### config.mk
export PLATFORM = sky130hd
export DESIGN_NAME = cpu_mem_arb
export DESIGN_NICKNAME = d
export VERILOG_FILES = /design/src/rtl/cpu_mem_pkg.sv /design/src/rtl/cpu_mem_arb_rr.sv /design/src/rtl/cpu_mem_arb.sv
export SDC_FILE = /design/constraint.sdc
export NUM_CORES = 1
export LEC_CHECK = 0
export CAP_MARGIN = 15
export CORE_AREA = 5 5 112 114
export CTS_CLUSTER_DIAMETER = 100
export DETAILED_ROUTE_END_ITERATION = 8
export DIE_AREA = 0 0 117 119
export PLACE_DENSITY_LB_ADDON = 0.15
export SLEW_MARGIN = 30
export SYNTH_ARGS = -nofsm -noshare
export SYNTH_HDL_FRONTEND = slang
export SYNTH_SLANG_ARGS = --single-unit
### constraint.sdc
create_clock -name clk -period 3.1 [get_ports clk]
set_input_delay 0.62 -clock clk [delete_from_list [all_inputs] [get_ports clk]]
set_output_delay 0.62 -clock clk [all_outputs]
set_load 0.03 [all_outputs]
### src/rtl/cpu_mem_pkg.sv
// Shared definitions for the core memory port arbiter: FSM states, owner
// codes, size codes (same encoding as the decoder) and the bit layout of the
// data-side memory-op field {cacheable, we, rsvd, size[2:0]}.
package cpu_mem_pkg;

    localparam int unsigned ADDR_W = 32;
    localparam int unsigned DATA_W = 32;
    localparam int unsigned COP_W  = 6;
    localparam int unsigned SIZE_W = 3;

    typedef enum logic {
        ST_IDLE = 1'b0,
        ST_BUSY = 1'b1
    } arb_state_t;

    // Transaction owner, also the bit index into the eligible/grant vectors
    localparam logic SRC_IF = 1'b0;
    localparam logic SRC_DL = 1'b1;

    localparam logic [SIZE_W-1:0] SZ_BYTE = 3'b000;
    localparam logic [SIZE_W-1:0] SZ_HALF = 3'b001;
    localparam logic [SIZE_W-1:0] SZ_WORD = 3'b010;

    localparam int unsigned COP_CACHE_BIT = 5;
    localparam int unsigned COP_WE_BIT    = 4;
    localparam int unsigned COP_RSVD_BIT  = 3;
    localparam int unsigned COP_SIZE_MSB  = 2;
    localparam int unsigned COP_SIZE_LSB  = 0;

endpackage

### src/rtl/cpu_mem_arb_rr.sv
// Two-way arbiter for the memory port.
//   elig       : eligible requesters, bit SRC_IF = fetch, bit SRC_DL = data
//   last_grant : owner of the most recent grant
//   grant_c    : one-hot grant (combinational), zero when nobody is eligible
// ARB_MODE 0 gives data fixed priority; 1 alternates on contention.
module cpu_mem_arb_rr
    import cpu_mem_pkg::*;
#(
    parameter int unsigned ARB_MODE = 1
) (
    input  logic [1:0] elig,
    input  logic       last_grant,
    output logic [1:0] grant_c
);

    // Contention is resolved by mode; a single requester always wins
    always_comb begin
        grant_c = 2'b00;
        if (elig == 2'b11) begin
            if ((ARB_MODE == 0) || (last_grant == SRC_IF)) begin
                grant_c[SRC_DL] = 1'b1;
            end else begin
                grant_c[SRC_IF] = 1'b1;
            end
        end else begin
            grant_c = elig;
        end
    end

endmodule

### src/rtl/cpu_mem_arb.sv
// Shares the core's single memory request port between fetch and the memory
// stage, one outstanding transaction at a time, with a hang watchdog.
// Ports:
//   clk, rst                      : clock, asynchronous active-high reset
//   i_req_val/i_req_addr/i_kill   : fetch request and flush
//   i_ack/i_rdata                 : fetch completion (combinational pulse)
//   d_req_val/addr/cop/wdata      : data request, cop = {cacheable,we,rsvd,size}
//   d_ack/d_rdata                 : data completion (combinational pulse)
//   mem_req_*                     : registered request to memory, src = owner
//   mem_ack/mem_rdata             : memory completion
//   timeout_err                   : sticky watchdog flag
module cpu_mem_arb
    import cpu_mem_pkg::*;
#(
    parameter int unsigned ARB_MODE    = 1,
    parameter int unsigned TIMEOUT_CYC = 255,
    parameter int unsigned CNT_W       = 8
) (
    input  logic        clk,
    input  logic        rst,
    input  logic        i_req_val,
    input  logic [31:0] i_req_addr,
    input  logic        i_kill,
    output logic        i_ack,
    output logic [31:0] i_rdata,
    input  logic        d_req_val,
    input  logic [31:0] d_req_addr,
    input  logic [5:0]  d_req_cop,
    input  logic [31:0] d_req_wdata,
    output logic        d_ack,
    output logic [31:0] d_rdata,
    output logic        mem_req_val,
    output logic [31:0] mem_req_addr,
    output logic        mem_req_we,
    output logic [2:0]  mem_req_size,
    output logic        mem_req_cacheable,
    output logic [31:0] mem_req_wdata,
    output logic        mem_req_src,
    input  logic        mem_ack,
    input  logic [31:0] mem_rdata,
    output logic        timeout_err
);

    arb_state_t       state;
    logic             last_grant;
    logic             kill_pend;
    logic [CNT_W-1:0] wd_cnt;

    logic [1:0] elig_c;
    logic [1:0] grant_c;
    logic       wd_hit_c;
    logic       done_c;
    logic       kill_c;
    logic       rsvd_unused;

    // The reserved cop bit carries no meaning for the memory port
    assign rsvd_unused = d_req_cop[COP_RSVD_BIT];

    // A flushed fetch is not allowed to start a transaction
    assign elig_c = {d_req_val, i_req_val & ~i_kill};

    cpu_mem_arb_rr #(
        .ARB_MODE (ARB_MODE)
    ) u_rr (
        .elig       (elig_c),
        .last_grant (last_grant),
        .grant_c    (grant_c)
    );

    // Completion decode and ack/rdata routing; mem_ack beats the watchdog
    always_comb begin
        wd_hit_c = 1'b0;
        done_c   = 1'b0;
        kill_c   = 1'b0;
        i_ack    = 1'b0;
        d_ack    = 1'b0;
        i_rdata  = '0;
        d_rdata  = '0;
        if (state == ST_BUSY) begin
            wd_hit_c = (TIMEOUT_CYC != 0) && !mem_ack &&
                       (wd_cnt == CNT_W'(TIMEOUT_CYC));
            done_c   = mem_ack | wd_hit_c;
            kill_c   = (mem_req_src == SRC_IF) && (kill_pend || i_kill);
            if (done_c) begin
                if (mem_req_src == SRC_DL) begin
                    d_ack   = 1'b1;
                    d_rdata = mem_ack ? mem_rdata : '0;
                end else if (!kill_c) begin
                    i_ack   = 1'b1;
                    i_rdata = mem_ack ? mem_rdata : '0;
                end
            end
        end
    end

    // Transaction FSM with registered memory request
    always_ff @(posedge clk or posedge rst) begin
        if (rst) begin
            state             <= ST_IDLE;
            last_grant        <= SRC_IF;
            kill_pend         <= 1'b0;
            wd_cnt            <= '0;
            timeout_err       <= 1'b0;
            mem_req_val       <= 1'b0;
            mem_req_addr      <= '0;
            mem_req_we        <= 1'b0;
            mem_req_size      <= '0;
            mem_req_cacheable <= 1'b0;
            mem_req_wdata     <= '0;
            mem_req_src       <= SRC_IF;
        end else begin
            case (state)
                ST_IDLE: begin
                    if (grant_c != 2'b00) begin
                        state       <= ST_BUSY;
                        mem_req_val <= 1'b1;
                        wd_cnt      <= '0;
                        kill_pend   <= 1'b0;
                        if (grant_c[SRC_DL]) begin
                            mem_req_src       <= SRC_DL;
                            last_grant        <= SRC_DL;
                            mem_req_addr      <= d_req_addr;
                            mem_req_we        <= d_req_cop[COP_WE_BIT];
                            mem_req_size      <= d_req_cop[COP_SIZE_MSB:COP_SIZE_LSB];
                            mem_req_cacheable <= d_req_cop[COP_CACHE_BIT];
                            mem_req_wdata     <= d_req_wdata;
                        end else begin
                            // Fetches are always cacheable word reads
                            mem_req_src       <= SRC_IF;
                            last_grant        <= SRC_IF;
                            mem_req_addr      <= i_req_addr;
                            mem_req_we        <= 1'b0;
                            mem_req_size      <= SZ_WORD;
                            mem_req_cacheable <= 1'b1;
                            mem_req_wdata     <= '0;
                        end
                    end
                end
                ST_BUSY: begin
                    if (done_c) begin
                        state       <= ST_IDLE;
                        mem_req_val <= 1'b0;
                        kill_pend   <= 1'b0;
                        if (wd_hit_c) begin
                            timeout_err <= 1'b1;
                        end
                    end else begin
                        wd_cnt <= wd_cnt + CNT_W'(1);
                        if ((mem_req_src == SRC_IF) && i_kill) begin
                            kill_pend <= 1'b1;
                        end
                    end
                end
                default: state <= ST_IDLE;
            endcase
        end
    end

endmodule
## After elaboration in Yosys (flattened, before gate mapping)

Cells that the tools add are included.

- Register bits: 82
- Output and inout port bits: 138
- Input port bits: 140
- Word-level logic and storage cells: 72

- $add $sub $neg: 1
- Bitwise gates (word level): 5
- Multiplexer cells: 38
- Eq/ne operators: 6
- Reduce and logical (&&, ||, !) cells: 11

Operators with widths:

| operator | count |
|---|---|
| $mux 32 | 10 |
| $mux 1 | 20 |
| $mux 8 | 2 |
| $pmux 8 s2 | 1 |
| $add 8x1->8 const B | 1 |
| $eq 8x8->1 const B | 1 |
| $reduce_and 2->1 | 4 |
| $pmux 1 s2 | 3 |
| $ne 2x2->1 const B | 2 |
| $logic_and 1x1->1 | 3 |
| $mux 3 | 1 |
| $ne 3x1->1 const B | 1 |
| $not 1->1 | 3 |
| $reduce_and 3->1 | 1 |
| $eq 2x2->1 const B | 1 |
| $mux 2 | 1 |
| $ne 2x1->1 const B | 1 |
| $reduce_bool 2->1 | 1 |
| $and 1x1->1 | 1 |
| $logic_not 1->1 | 1 |
| $logic_or 1x1->1 | 1 |
| $or 1x1->1 | 1 |

## Longest topological paths before layout

- Depth after elaboration: 7
- Depth in mapped cells: 6
- Depth with buffers taken out: 6

## By module

A second synthesis with hierarchy kept.

- Cells, all modules: 444
- Area, all modules: 4,072.7 sq um

By module, submodules not included:

| module | instances | cells each | area an instance (sq um) | seq. area each (sq um) |
|---|---|---|---|---|
| cpu_mem_arb | 1 | 441 | 4,053.9 | 2,052.0 |
| cpu_mem_arb_rr | 1 | 3 | 18.8 | 0.0 |

## Worst setup path before layout

OpenSTA, ideal clock, no wires.

- Path kind: input to output
- From: input i_kill
- To: output i_rdata[10]
- Path buffers: 1
- Arrival: 1.427 ns
- Path slack: 1.053 ns
- Stages on the path: 3
- Data required time: 2.480 ns
- Cell sequence: and4b_2 clkbuf_1 and2_1

- Longest elaborated chain between the ends: 6

RTL lines:

| item | RTL line | text |
|---|---|---|
| start, declared | cpu_mem_arb.sv:23 | `input logic i_kill,` |
| $logic_or 1x1->1 | cpu_mem_arb.sv:83 | `kill_c = (mem_req_src == SRC_IF) && (kill_pend \|\| i_kill);` |
| $logic_and 1x1->1 | cpu_mem_arb.sv:83 |  |
| $mux 32 | cpu_mem_arb.sv:88 | `end else if (!kill_c) begin` |
| $mux 32 | cpu_mem_arb.sv:85 | `if (mem_req_src == SRC_DL) begin` |
| $mux 32 | cpu_mem_arb.sv:84 | `if (done_c) begin` |
| $mux 32 | cpu_mem_arb.sv:79 | `if (state == ST_BUSY) begin` |
| end, declared | cpu_mem_arb.sv:25 | `output logic [31:0] i_rdata,` |

Every way passes these cells.

## Final worst setup path

- From: register wd_cnt[0]
- To: output i_ack

- Longest elaborated chain between the ends: 5

RTL lines:

| item | RTL line | text |
|---|---|---|
| start, declared | cpu_mem_arb.sv:47 | `logic [CNT_W-1:0] wd_cnt;` |
| start signal, assigned | cpu_mem_arb.sv:148 | `wd_cnt <= wd_cnt + CNT_W'(1);` |
| $eq 8x8->1 | cpu_mem_arb.sv:81 | `(wd_cnt == CNT_W'(TIMEOUT_CYC));` |
| $logic_and 1x1->1 | cpu_mem_arb.sv:80 | `wd_hit_c = (TIMEOUT_CYC != 0) && !mem_ack &&` |
| $or 1x1->1 | cpu_mem_arb.sv:82 | `done_c = mem_ack \| wd_hit_c;` |
| $mux 1 | cpu_mem_arb.sv:84 |  |
| $mux 1 | cpu_mem_arb.sv:79 |  |
| end, declared | cpu_mem_arb.sv:24 | `output logic i_ack,` |

Every way passes these cells.

==> run summary <==
The share of total power dissipated in combinational logic is 45.1%. In this run the worst path has a maximum fanout of 5. The top-level I/O count was 278.

The via count of the first global-routing pass came out at 3783. For the initial antenna violation count, the log shows 4. Summed over all failing endpoints, the final setup total negative slack is 0 ps. The design internal power was 2.89 mW. The kind of cell adding the most delay to the critical path is buffers and inverters. The DRC violation count after routing is 0, and the met3 global-route usage is 8.77%. After layout, the worst path uses 95.4% of the clock period.

From left edge to right edge, the die measures 117 µm. Setup slack on the worst reg-to-reg path comes out at 1340 ps. Counting flops with a built-in enable in the synthesized netlist gives 0. For the worst setup path, the data required time is 2480 ps.

The most numerous cell type found on the critical path is sky130_fd_sc_hd__nor2_1. The count of input and output buffers came out at 276. The tools report the count of max-cap constraint violations as 0.

Of the cells placed in the final design, the portion with a size suffix greater than 1 is 20.5%. The combined buffer and inverter count along the critical path was 1. Setup repair after global routing left no endpoint under its margin.

The tools report the routing usage on met1 as 19.4%. The run gives 0.00404 mm² as the area of the mapped netlist. The flow ran to the end, and the final reports show no timing, DRC or antenna violations. The post-synthesis to final-layout area growth came out at 73.1%.

The root buffer cell was sky130_fd_sc_hd__clkbuf_16. The kind of end point of the critical path was a primary output. For the number of H-tree levels, the log shows 3.

Net switching is 37.9% of the power. The largest vdd supply drop is 0.349 mV, and the area share of the largest cell type after synthesis is 50.8%. Ranked by total cell area, the synthesized netlist is headed by sky130_fd_sc_hd__dfrtp_1 51%, sky130_fd_sc_hd__and2_1 9.9%, sky130_fd_sc_hd__a22o_2 8.4%, sky130_fd_sc_hd__mux2i_1 7.9%, sky130_fd_sc_hd__o21ai_1 3.3%. Counting along the longest clock path gives a buffer depth of 2. Entering global routing, the biggest net connects 56 pins. For met2 alone, demand over resource in global routing was 32.2%. After detailed routing, the average wire length per cell comes to 16.9 µm. The signal arrival time at the worst endpoint came out at 2340 ps. The total wire length after detailed routing was 13.2 mm; the count of endpoints failing hold in the final timing report was 0. The logs give 19.8 mm for the first-pass GRT wire length and 61.8% for the final core utilization. Setup violations remaining at the end of the flow were counted as 0.

After floorplanning, the core was divided into 39 placement rows. The number of antenna diodes in the final layout is 0. For this configuration, the core starts out at a cell density of 35.7%.

The synthesized netlist devotes 0.310% of its cell area to adder and majority cells. Slowest stage cell on the critical path: sky130_fd_sc_hd__clkdlybuf4s50_1. The logs give 0.795 for the routability congestion estimate from global placement and 10.5 mm for the total half-perimeter wirelength after legalization and detailed placement.

The actual slew at the worst max-slew pin came out at 803 ps. Via count of the routed design: 3694. The finished cells cover 0.00700 mm². For the number of distinct library cells after synthesis, the log shows 41. The worst setup path is launched from a flip-flop.

The critical setup path kind was reg2out. The post-synthesis average cell area is 11.0 µm², and the async set-reset flop share out of synthesis is 100%. Most common library cell in the layout ignoring fill and taps: sky130_fd_sc_hd__clkdlybuf4s50_1. For this run, the post-layout net count is 775. The min-delay analysis places its worst path in the category reg2reg.

In this run the power density over the cells is 665 mW/mm². The run gives 50.8% as the sequential cell area fraction in the yosys report. In this run, the clock network consumes 21.8% of the power.

Max-slew violation count: 0. The tree built by TritonCTS fans out to 82 sinks. In the layout the commonest cells are 212 x sky130_fd_sc_hd__clkdlybuf4s50_1, 82 x sky130_fd_sc_hd__dfrtp_1, 66 x sky130_fd_sc_hd__buf_4.

In this run the power spent charging and discharging nets is 1.76 mW. In this run, post-CTS hold repair placed 0 buffers. After clock tree synthesis, the clock-pin slew on the worst setup and hold paths is 60 ps.

Global routing finished with a remaining overflow of 0. The die outline area is 0.0139 mm², and the number of cells produced by synthesis is 367. Counting every net in the synthesized netlist gives 508.

met2 is the most crowded layer. The critical path's largest stage delay is 680 ps, and the count of buffers added by post-CTS timing repair for setup is 0. The analysis attributes to cell leakage a power of 3.20 nW. Total power for the finished layout comes to 4.65 mW. Summed over all instances, the cell type with the most area after synthesis is sky130_fd_sc_hd__dfrtp_1.

The number of warnings reported in the yosys synthesis log is 0. Primary flip-flop cell chosen by synthesis mapping: sky130_fd_sc_hd__dfrtp_1. In this run the vertical extent of the chip is 119 µm. Multiplexer area fraction after synthesis: 7.93%. Measured against its own limit, the worst slew margin works out to 46.4%.

TritonCTS built the clock tree. The tools report the final clock skew as 6.84 ps. Before antenna repair, the detailed router went through 4 iterations. The minimum clock period is 2960 ps, and the clock latency at the later pin of the worst-skew pair is 330 ps. The detail route stage leaves a number of antenna-violating nets equal to 0. Walking the worst path, the cells encountered are ha_1 -> nand3_1 -> nor2_1 -> nor2_1 -> and4bb_2 -> clkdlybuf4s50_1. The synthesized netlist devotes 17.4% of its cell area to simple gates. The number of gates resized after CTS was 0. The synthesized flop and latch total was 82; the all-layer global routing usage was 18.3%. The logs give 9 for the number of buffers created by CTS and 0.00670 mm² for the post-place instance area. The total area inside the core boundary comes to 0.0113 mm².

The compound-gate portion of the synthesized area works out to 17.0%. For this block, the initial DRC count from the detailed router was 113. For the relative contribution of sequential cells to total power, the log shows 33.2%.

Timing would allow up to 338 MHz. The combinational family with the most area after synthesis is simple AND/OR/NAND/NOR gates. Dividing the detail-routed via count by the number of cells gives 4.72. The synthesized netlist devotes 0.434% of its cell area to XOR and XNOR gates.
layout make-up:
cell class              count  area (µm²)
fillers                   950        4330
repair buffers            282        2700
flip-flops and latches     82        2050
multi-input cells         252        1750
clock buffers              11         253
well taps                 143         179
clock inverters             5        38.8
inverters                   7        27.5
kinds of logic (layout without fill, tap and decap cells):
logic type,count (synthesis),after routing
fa+ha+maj,1,1
xor+xnor,2,2
flops,82,82
mux,32,32
simple gates,126,126
buf+inv,33,305
compound gates,91,91
routing by layer:
layer | wire length [µm] | vias to the layer above
li1 | - | 1809
met1 | 4500 | 1685
met2 | 6740 | 168
met3 | 1740 | 24
met4 | 232 | 8
met5 | 42 | -
final timing paths:
check,to,depth (start not counted),start
setup / recovery,i_ack,6,wd_cnt[0]$_DFFE_PP0P_
hold / removal,timeout_err$_DFFE_PP0P_,1,timeout_err$_DFFE_PP0P_
setup reg to reg,wd_cnt[4]$_DFFE_PP0P_,4,state$_DFF_PP0_
hold reg to reg,timeout_err$_DFFE_PP0P_,1,timeout_err$_DFFE_PP0P_
max in group asynchronous,mem_req_addr[27]$_DFFE_PP0P_,3,rst
min in group asynchronous,mem_req_we$_DFFE_PP0P_,2,rst
synthesized netlist by cell type (2+ instances only):
library cell and number:
sky130_fd_sc_hd__dfrtp_1 82, sky130_fd_sc_hd__and2_1 64, sky130_fd_sc_hd__a22o_2 34, sky130_fd_sc_hd__nand2_1 34, sky130_fd_sc_hd__mux2i_1 32, sky130_fd_sc_hd__o21ai_1 27, sky130_fd_sc_hd__o21ai_0 12, sky130_fd_sc_hd__clkbuf_1 11
sky130_fd_sc_hd__nand3_1 9, sky130_fd_sc_hd__inv_1 7, sky130_fd_sc_hd__nor2_1 7, sky130_fd_sc_hd__buf_2 4, sky130_fd_sc_hd__clkbuf_8 4, sky130_fd_sc_hd__a21o_1 3, sky130_fd_sc_hd__a21oi_1 3, sky130_fd_sc_hd__buf_12 3
sky130_fd_sc_hd__or3_1 3, sky130_fd_sc_hd__a22o_1 2, sky130_fd_sc_hd__and3_1 2, sky130_fd_sc_hd__buf_6 2, sky130_fd_sc_hd__o32a_1 2
power by group through the flow:
stage,Clock [mW],Sequential (mW),Combinational (mW)
global placement,0,1.54,2.10
detailed placement,0,1.55,2.12
global route,1.08,1.58,2.22
finish,1.01,1.54,2.09
CTS,1.04,1.54,2.12
floorplan,0,2.06,0.667
state kept, by name (all words and copies together), names as in the netlist, 3 cells and up:
name,cells
mem_req_addr,32
wd_cnt,8
mem_req_wdata,32
mem_req_size,3
through the flow:
step | instances | setup slack (ps) | hold WS (ps)
floorplan | 367 | 372 | 480
global placement | 766 | 294 | 446
detailed placement | 766 | 294 | 447
CTS | 782 | 118 | 461
global route | 782 | 6.54 | 477
finish | 782 | 141 | 457
(Power assumes the default switching activity.)
